<file path="config.mk">
export PLATFORM = sky130hd
export DESIGN_NAME = array_extreme_finder
export DESIGN_NICKNAME = d
export VERILOG_FILES = /design/src/rtl/array_extreme_finder.sv
export SDC_FILE = /design/constraint.sdc
export NUM_CORES = 1
export LEC_CHECK = 0
export CAP_MARGIN = 20
export CORE_MARGIN = 2
export CORE_UTILIZATION = 31
export DETAILED_ROUTE_END_ITERATION = 10
export GPL_TIMING_DRIVEN = 0
export PLACE_DENSITY = 0.48
export SLEW_MARGIN = 20
export SYNTH_ARGS = -nofsm -noshare
export SYNTH_HDL_FRONTEND = slang
export SYNTH_SLANG_ARGS = --single-unit
</file>
<file path="constraint.sdc">
create_clock -name clock -period 6.65 [get_ports clock]
set_clock_uncertainty 0.1 [all_clocks]
set_input_delay 0.9975 -clock clock [delete_from_list [all_inputs] [get_ports clock]]
set_output_delay 0.9975 -clock clock [all_outputs]
set_load 0.02 [all_outputs]
</file>
<file path="src/rtl/array_extreme_finder.sv">
// array_extreme_finder
//   Walks a DEPTH-entry synchronous-read memory once per request and reports
//   the maximum (mode=0) or minimum (mode=1) element and the lowest index
//   holding it. Each element takes four cycles: READ, CAPTURE, COMPARE, INCR.
//
// Ports
//   clock, reset      rising-edge clock, synchronous active-high reset
//   start, mode       scan request (sampled only in IDLE) and max/min select
//   mem_rd_en         read strobe, high only in READ
//   mem_addr          read address, 0 outside READ
//   mem_rd_data       read data, valid the cycle after mem_rd_en
//   busy              high from the cycle after start through the DONE cycle
//   done              one-cycle pulse, result outputs valid
//   result_value      extreme element of the last completed scan
//   result_index      lowest index holding result_value
//
// Optional feature macro: SIGNED_COMPARE_EN
//   Defined: elements are two's-complement and compared signed.
//   Undefined (default): elements are compared unsigned.
module array_extreme_finder #(
  parameter int DATA_WIDTH = 8,
  parameter int DEPTH      = 16,
  parameter int ADDR_WIDTH = 4
) (
  input  logic                  clock,
  input  logic                  reset,
  input  logic                  start,
  input  logic                  mode,
  output logic                  mem_rd_en,
  output logic [ADDR_WIDTH-1:0] mem_addr,
  input  logic [DATA_WIDTH-1:0] mem_rd_data,
  output logic                  busy,
  output logic                  done,
  output logic [DATA_WIDTH-1:0] result_value,
  output logic [ADDR_WIDTH-1:0] result_index
);

  typedef enum logic [2:0] {
    S_IDLE    = 3'd0,
    S_READ    = 3'd1,
    S_CAPTURE = 3'd2,
    S_COMPARE = 3'd3,
    S_INCR    = 3'd4,
    S_DONE    = 3'd5
  } state_t;

  localparam logic [ADDR_WIDTH-1:0] LAST_IDX = ADDR_WIDTH'(DEPTH - 1);

  state_t                  state_q, state_d;
  logic [ADDR_WIDTH-1:0]   idx_q, idx_d;
  logic                    mode_q, mode_d;
  logic [DATA_WIDTH-1:0]   elem_q, elem_d;
  logic [DATA_WIDTH-1:0]   best_q, best_d;
  logic [ADDR_WIDTH-1:0]   best_idx_q, best_idx_d;
  logic [DATA_WIDTH-1:0]   res_val_q, res_val_d;
  logic [ADDR_WIDTH-1:0]   res_idx_q, res_idx_d;
  logic                    last_elem;

  // Strict comparison so that ties keep the earlier index.
  function automatic logic is_better(input logic [DATA_WIDTH-1:0] cand,
                                     input logic [DATA_WIDTH-1:0] ref_val,
                                     input logic                  min_mode);
`ifdef SIGNED_COMPARE_EN
    logic signed [DATA_WIDTH-1:0] cand_s;
    logic signed [DATA_WIDTH-1:0] ref_s;
    cand_s = $signed(cand);
    ref_s  = $signed(ref_val);
    return min_mode ? (cand_s < ref_s) : (cand_s > ref_s);
`else
    return min_mode ? (cand < ref_val) : (cand > ref_val);
`endif
  endfunction

  assign last_elem = (idx_q == LAST_IDX);

  // State and datapath registers
  always_ff @(posedge clock) begin
    if (reset) begin
      state_q    <= S_IDLE;
      idx_q      <= '0;
      mode_q     <= 1'b0;
      elem_q     <= '0;
      best_q     <= '0;
      best_idx_q <= '0;
      res_val_q  <= '0;
      res_idx_q  <= '0;
    end else begin
      state_q    <= state_d;
      idx_q      <= idx_d;
      mode_q     <= mode_d;
      elem_q     <= elem_d;
      best_q     <= best_d;
      best_idx_q <= best_idx_d;
      res_val_q  <= res_val_d;
      res_idx_q  <= res_idx_d;
    end
  end

  // Next-state logic
  always_comb begin
    state_d = state_q;
    unique case (state_q)
      S_IDLE:    if (start) state_d = S_READ;
      S_READ:    state_d = S_CAPTURE;
      S_CAPTURE: state_d = S_COMPARE;
      S_COMPARE: state_d = S_INCR;
      S_INCR:    state_d = last_elem ? S_DONE : S_READ;
      S_DONE:    state_d = S_IDLE;
      default:   state_d = S_IDLE;
    endcase
  end

  // Datapath next values
  always_comb begin
    idx_d      = idx_q;
    mode_d     = mode_q;
    elem_d     = elem_q;
    best_d     = best_q;
    best_idx_d = best_idx_q;
    res_val_d  = res_val_q;
    res_idx_d  = res_idx_q;
    unique case (state_q)
      S_IDLE: begin
        if (start) begin
          idx_d  = '0;
          mode_d = mode;
        end
      end
      S_CAPTURE: elem_d = mem_rd_data;
      S_COMPARE: begin
        // Element 0 seeds best unconditionally.
        if ((idx_q == '0) || is_better(elem_q, best_q, mode_q)) begin
          best_d     = elem_q;
          best_idx_d = idx_q;
        end
      end
      S_INCR: begin
        // The index stops at the last element instead of wrapping; the
        // result registers load here so they are already valid while done
        // is high and stay untouched for the rest of every scan.
        if (last_elem) begin
          res_val_d = best_q;
          res_idx_d = best_idx_q;
        end else begin
          idx_d = idx_q + ADDR_WIDTH'(1);
        end
      end
      default: ;
    endcase
  end

  // Outputs
  always_comb begin
    mem_rd_en = (state_q == S_READ);
    mem_addr  = (state_q == S_READ) ? idx_q : '0;
    busy      = (state_q != S_IDLE);
    done      = (state_q == S_DONE);
  end

  assign result_value = res_val_q;
  assign result_index = res_idx_q;

endmodule

</file>
==> results of run 1 <==
[kinds of logic (layout without fill, tap and decap cells)]
kind of cell,Yosys count,count (layout),share of synthesized area [%]
flops,40,40,42.1
buf+inv,23,61,5.52
simple gates,92,92,25.0
mux,20,20,10.5
fa+ha+maj,10,10,6.57
xor+xnor,3,3,1.38
compound gates,28,28,9.00
[through the flow]
stage | cell area [µm²] | util (%) | setup WS (ns)
after global placement | 2300 | 38.8 | 3.84
after detailed placement | 2300 | 38.8 | 3.85
final | 2410 | 40.8 | 3.66
after global routing | 2410 | 40.8 | 3.56
after CTS | 2410 | 40.8 | 3.65
after floorplan | 1900 | - | 4.54
[cells in the mapped netlist, types with 2 or more instances]
| cell type | number |
|---|---|
| clkbuf_1 | 8 |
| xor2_1 | 2 |
| a21oi_1 | 21 |
| nor2_1 | 17 |
| dfxtp_1 | 40 |
| nor3b_1 | 2 |
| inv_1 | 11 |
| ha_1 | 10 |
| nand2_1 | 29 |
| buf_2 | 2 |
| nand3_1 | 2 |
| and3_1 | 4 |
| nor3_1 | 3 |
| nand2b_1 | 24 |
| o21ai_0 | 2 |
| mux2i_1 | 20 |
| nand4_1 | 4 |
[final timing paths]
kind | startpoint | slack [ns] | end | cells past startpoint
max | state_q[1] | 3.66 | mem_addr[1] | 4
min | result_value[7] | 0.36 | result_value[7] | 2
max reg2reg | best_q[1] | 4.38 | best_q[2] | 9
min reg2reg | result_value[7] | 0.36 | result_value[7] | 2
[state kept, by name, summed over array words and instances, names as in the netlist]
name,flops
state_q,3
result_index,4
elem_q,8
mode_q,1
idx_q,4
best_q,8
result_value,8
best_idx_q,4
[per-layer routing]
metal | vias up | GRT usage, %
met4 | 0 | 5.00
met5 | - | 0
met1 | 616 | 18.4
li1 | 794 | -
met3 | 7 | 3.59
met2 | 21 | 20.4
[where the power goes]
| group | switching, mW | internal, mW |
|---|---|---|
| registers | 0.00478 | 0.245 |
| clock network | 0.0915 | 0.113 |
| logic | 0.0358 | 0.0332 |
| total | 0.132 | 0.391 |
[area by class of cell]
class	count	area [µm²]	area share (%)
Multi-Input combinational cell	153	998	41.4
Sequential cell	40	801	33.2
Timing Repair Buffer	30	300	12.4
Tap cell	75	93.8	3.89
Clock buffer	5	68.8	2.85
Buffer	12	63.8	2.64
Clock inverter	3	46.3	1.92
Inverter	11	41.3	1.71
[tightest hold or removal path, cell delays in order, from the launching register on]
cell and delay [ns]:
dfxtp_1 0.32, nand2_1 0.05, a21oi_1 0.05
==> results.yml, run 1 <==
global_routing:
  antenna_found_initial: 0
  grt_pass1_vias: 1400
  grt_usage_pct: 13.5
  grt_pass1_wl_mm: 6.80
  grt_max_degree: 15
  grt.overflow.total: 0
layout:
  nFillCells: 615
  diodes: 0
  layout.nets: 275
  syn2layout_area_growth_pct: 26.7
  stdcell_count: 329
  layout_common_cells: "dfxtp_1, clkdlybuf4s50_1, nand2_1, nand2b_1, a21oi_1"
  drive_gt1_share_pct: 6.30
  final_common_cell: "dfxtp_1"
clocking:
  cts_buffer_depth: 2
  cts_made_buffers: 5
  clk_pin_slew_ns: 0.09
  cts_hold_buffers: 0
  cts_tree: "yes"
  cts_resized: 0
  clock-root-buffer: "clkbuf_8"
  clk_latency_ns: 0.30
  htreeDepth: 2
  clock_sinks: 40
  cts_setup_buffers: 0
routing:
  wl_met2_mm: 1.61
  via_count: 1438
  drt-met1-wl_mm: 2.06
  route.met3.wl_um: 124
  top_layer: "met4"
  avgRoutedWirePerCell_um: 11.8
  drt_iter0_drc: 37
  vias_per_cell: 4.37
  drc: 0
  firstDrtPassIters: 4
  ant_nets: 0
  wl_mm: 3.87
min_path:
  min_path_type: "reg2reg"
critical_path:
  worst_setup_path_end_kind: "primary output"
  crit_path_start_kind: "register"
  cp.required_ns: 5.55
  crit_buf_inv: 2
  critPathKind: "reg2out"
  cp_slowest_cell: "clkdlybuf4s50_1"
  crit_chain: "clkbuf_1 -> nor2_1 -> and3_1 -> clkdlybuf4s50_1"
  cp_max_fo: 8
  cp_top_family: "buffers and inverters"
  critPathArrivalTime_ns: 1.89
  cp_slowest_stage_delay_ns: 0.60
sta:
  whs_ns: 0.357
  finalSetupViolCount: 0
  finalHoldViolations: 0
  tns_ns: 0
  report.final.slew_viol_count: 0
  fin_crit_ns: 2.99
  worst_slew_pin_slew_ns: 0.603
  period_share_pct: 45.0
  slew_headroom_pct: 59.7
  max_freq_mhz: 334
  grt_setup_unrepaired: "no"
die:
  die_w_um: 82.4
  die_y_um: 82.4
  ios: 31
  fp.coreArea_um2: 5920
  dieArea_um2: 6790
  start_util_pct: 32.2
  row_count: 28
logic_synthesis:
  yosysTopAreaCellShare_pct: 42.0
  synth_top_area_cell: "dfxtp_1"
  synth_cell_types: 32
  synth.avg_cell_area_um2: 8.82
  synth-edff-count: 0
  yosysSeqAreaShare_pct: 42.0
  syn-cell-area_um2: 1900
  synth_seq_cells: 40
  synthCells: 216
  syn_nets: 238
  synth_area_leaders: "dfxtp_1, mux2i_1, nand2b_1"
  yosys_most_used_dff: "dfxtp_1"
  synthArstFlopShare_pct: 0
  ys.warnings.count: 0
power_and_ir_drop:
  total_power_uw: 523
  ir_drop_uv: 91.5
  p_leak_nw: 0.855
  powerDensity_nw_per_um2: 217
placed_design:
  place_congestion: 0.771
  dp.cells: 321
  portBuffers: 30
  hpwlAfterDp_mm: 2.92
flow_run:
  cap_violations: 0
outcome:
  status: "finished clean"
Note: power is estimated with default switching activity, not from simulation.
==> run 2, diff against run 1 <==
==> constraint.sdc (replaced) <==
create_clock -name clock -period 3.1 [get_ports clock]
set_clock_uncertainty 0.1 [all_clocks]
set_input_delay 0.465 -clock clock [delete_from_list [all_inputs] [get_ports clock]]
set_output_delay 0.465 -clock clock [all_outputs]
set_load 0.02 [all_outputs]
==> results of run 2 <==
Same layout as run 1 (identical final DEF). Status: finished clean.
Main changes from that run: setup slack after placement 3.85 ns -> 0.827 ns; setup slack after layout 3.66 ns -> 0.640 ns; register-to-register setup slack 4.38 ns -> 0.83 ns; total power 0.523 mW -> 1.12 mW; worst IR drop on VDD 91.5 µV -> 196 µV
==> run 3, diff against run 2 <==
--- a/config.mk
+++ b/config.mk
@@ -10,7 +10,7 @@
 export CORE_UTILIZATION = 31
 export DETAILED_ROUTE_END_ITERATION = 10
 export GPL_TIMING_DRIVEN = 0
-export PLACE_DENSITY = 0.48
+export PLACE_DENSITY = 0.5
 export SLEW_MARGIN = 20
 export SYNTH_ARGS = -nofsm -noshare
 export SYNTH_HDL_FRONTEND = slang
==> constraint.sdc (replaced) <==
create_clock -name clock -period 2.02 [get_ports clock]
set_clock_uncertainty 0.1 [all_clocks]
set_input_delay 0.303 -clock clock [delete_from_list [all_inputs] [get_ports clock]]
set_output_delay 0.303 -clock clock [all_outputs]
set_load 0.02 [all_outputs]
==> results.yml, run 3 (synthesized netlist as in run 1, its figures left out) <==
layout:
  layout_common_cells: "dfxtp_1, nand2_1, nand2b_1, clkdlybuf4s50_1, mux2i_1"
  diodes: 0
  fin_util_pct: 42.5
  syn2layout_area_growth_pct: 32.3
  drive_gt1_share_pct: 14.3
  final_common_cell: "dfxtp_1"
  layout.nets: 279
clocking:
  cts_made_buffers: 5
  cts_hold_buffers: 0
  clock_sinks: 40
  cts_tree: "yes"
  clock-root-buffer: "clkbuf_8"
  clk_pin_slew_ns: 0.08
  htreeDepth: 2
  cts_buffer_depth: 2
  clk_latency_ns: 0.30
die:
  die_y_um: 82.4
  start_util_pct: 32.2
  dieArea_um2: 6790
  fp.coreArea_um2: 5920
  ios: 31
  row_count: 28
  die_w_um: 82.4
global_routing:
  grt_pass1_vias: 1430
  grt_max_degree: 14
  antenna_found_initial: 0
  grt_usage_pct: 13.6
  grt_pass1_wl_mm: 6.85
  grt.overflow.total: 0
sta:
  finalSetupViolCount: 12
  worst_slew_pin_slew_ns: 0.478
  period_share_pct: 106
  slew_headroom_pct: 68.1
  fin_crit_ns: 2.13
  grt_setup_unrepaired: "yes"
  finalWorstSetupSlack_ns: -0.114
  max_freq_mhz: 469
  whs_ns: 0.356
  report.final.slew_viol_count: 0
  finalHoldViolations: 0
power_and_ir_drop:
  total_power_mw: 1.72
  ir_drop_uv: 316
  powerDensity_nw_per_um2: 683
  p_leak_nw: 0.928
routing:
  firstDrtPassIters: 4
  vias_per_cell: 4.47
  drt_iter0_drc: 59
  via_count: 1489
  avgRoutedWirePerCell_um: 12.0
  ant_nets: 0
  drc: 0
  wl_mm: 3.99
outcome:
  status: "finished with violations"
  failed_checks: "setup timing"
placed_design:
  place_congestion: 0.725
  dp_slack_ns: -0.164
  portBuffers: 30
  hpwlAfterDp_mm: 2.91
critical_path:
  critPathArrivalTime_ns: 2.26
  cp.required_ns: 2.15
  worst_setup_path_end_kind: "register"
  cp_max_fo: 3
  crit_path_start_kind: "register"
  critPathKind: "reg2reg"
min_path:
  min_path_type: "reg2reg"
flow_run:
  cap_violations: 0
==> run 3: changes by cell type in the layout (fill, tap and decap cells not counted), moves of 4 or more <==
cell,change
ha_1,-4
ha_4,+4
dfxtp_2,+5
clkdlybuf4s50_1,-7
dfxtp_1,-6
dlygate4sd2_1,+7
==> run 3: final timing paths <==
| kind | from | end | slack [ns] | cells after the start |
|---|---|---|---|---|
| setup / recovery | elem_q[1] | best_idx_q[3] | -0.11 | 9 |
| hold / removal | result_index[3] | result_index[3] | 0.36 | 2 |
| setup reg to reg | elem_q[1] | best_idx_q[3] | -0.11 | 9 |
| hold reg to reg | result_index[3] | result_index[3] | 0.36 | 2 |
==> run 3: layout make-up <==
cell class,count,area (µm²)
fillers,630,3400
multi-input cells,153,1060
flip-flops and latches,40,811
repair buffers,35,337
well taps,75,93.8
clock buffers,5,68.8
plain buffers,11,61.3
clock inverters,3,42.5
inverters,11,41.3
==> run 3: timing repair <==
| item | 4_1_cts | 5_1_grt |
|---|---|---|
| hold endpoints to repair | 0 | 0 |
| resized for setup | 22 | 5 |
| setup buffers | 5 | 0 |
| endpoints found under the setup margin | 29 | 26 |
| pin swaps | 2 | 1 |
| cloned | 1 | 0 |
==> run 3: stage by stage <==
stage               std cells  area [µm²]  setup TNS, ns
detailed placement        321        2300          -2.84
CTS                       334        2520          -1.22
global placement          321        2300          -2.87
finish                    333        2520         -0.884
global route              333        2520          -1.72
floorplan                 216        1910         -0.310
==> run 3: metal layers <==
metal / global-route usage, % / up-vias / share of wire, %
li1: - / 797 / -
met1: 18.5 / 664 / 51
met2: 20.0 / 21 / 43
met3: 3.48 / 7 / 3.3
met4: 6.50 / 0 / 2.1
met5: 0 / - / 0
==> run 3: critical path: stages (launching register included) <==
cell and delay, ns:
dfxtp_4 0.37, ha_4 0.23, nor2b_4 0.12, o211ai_2 0.16
a21oi_2 0.08, or3b_4 0.38, a31oi_4 0.21, buf_6 0.13
buf_4 0.11, mux2i_1 0.18
==> run 3: where the power goes <==
part / switching [mW] / leakage [nW] / total [mW] / internal (mW)
sequential: 0.0248 / 0.327 / 0.831 / 0.806
clock: 0.286 / 0.0541 / 0.652 / 0.365
combinational: 0.118 / 0.547 / 0.239 / 0.121
total: 0.429 / 0.928 / 1.72 / 1.29
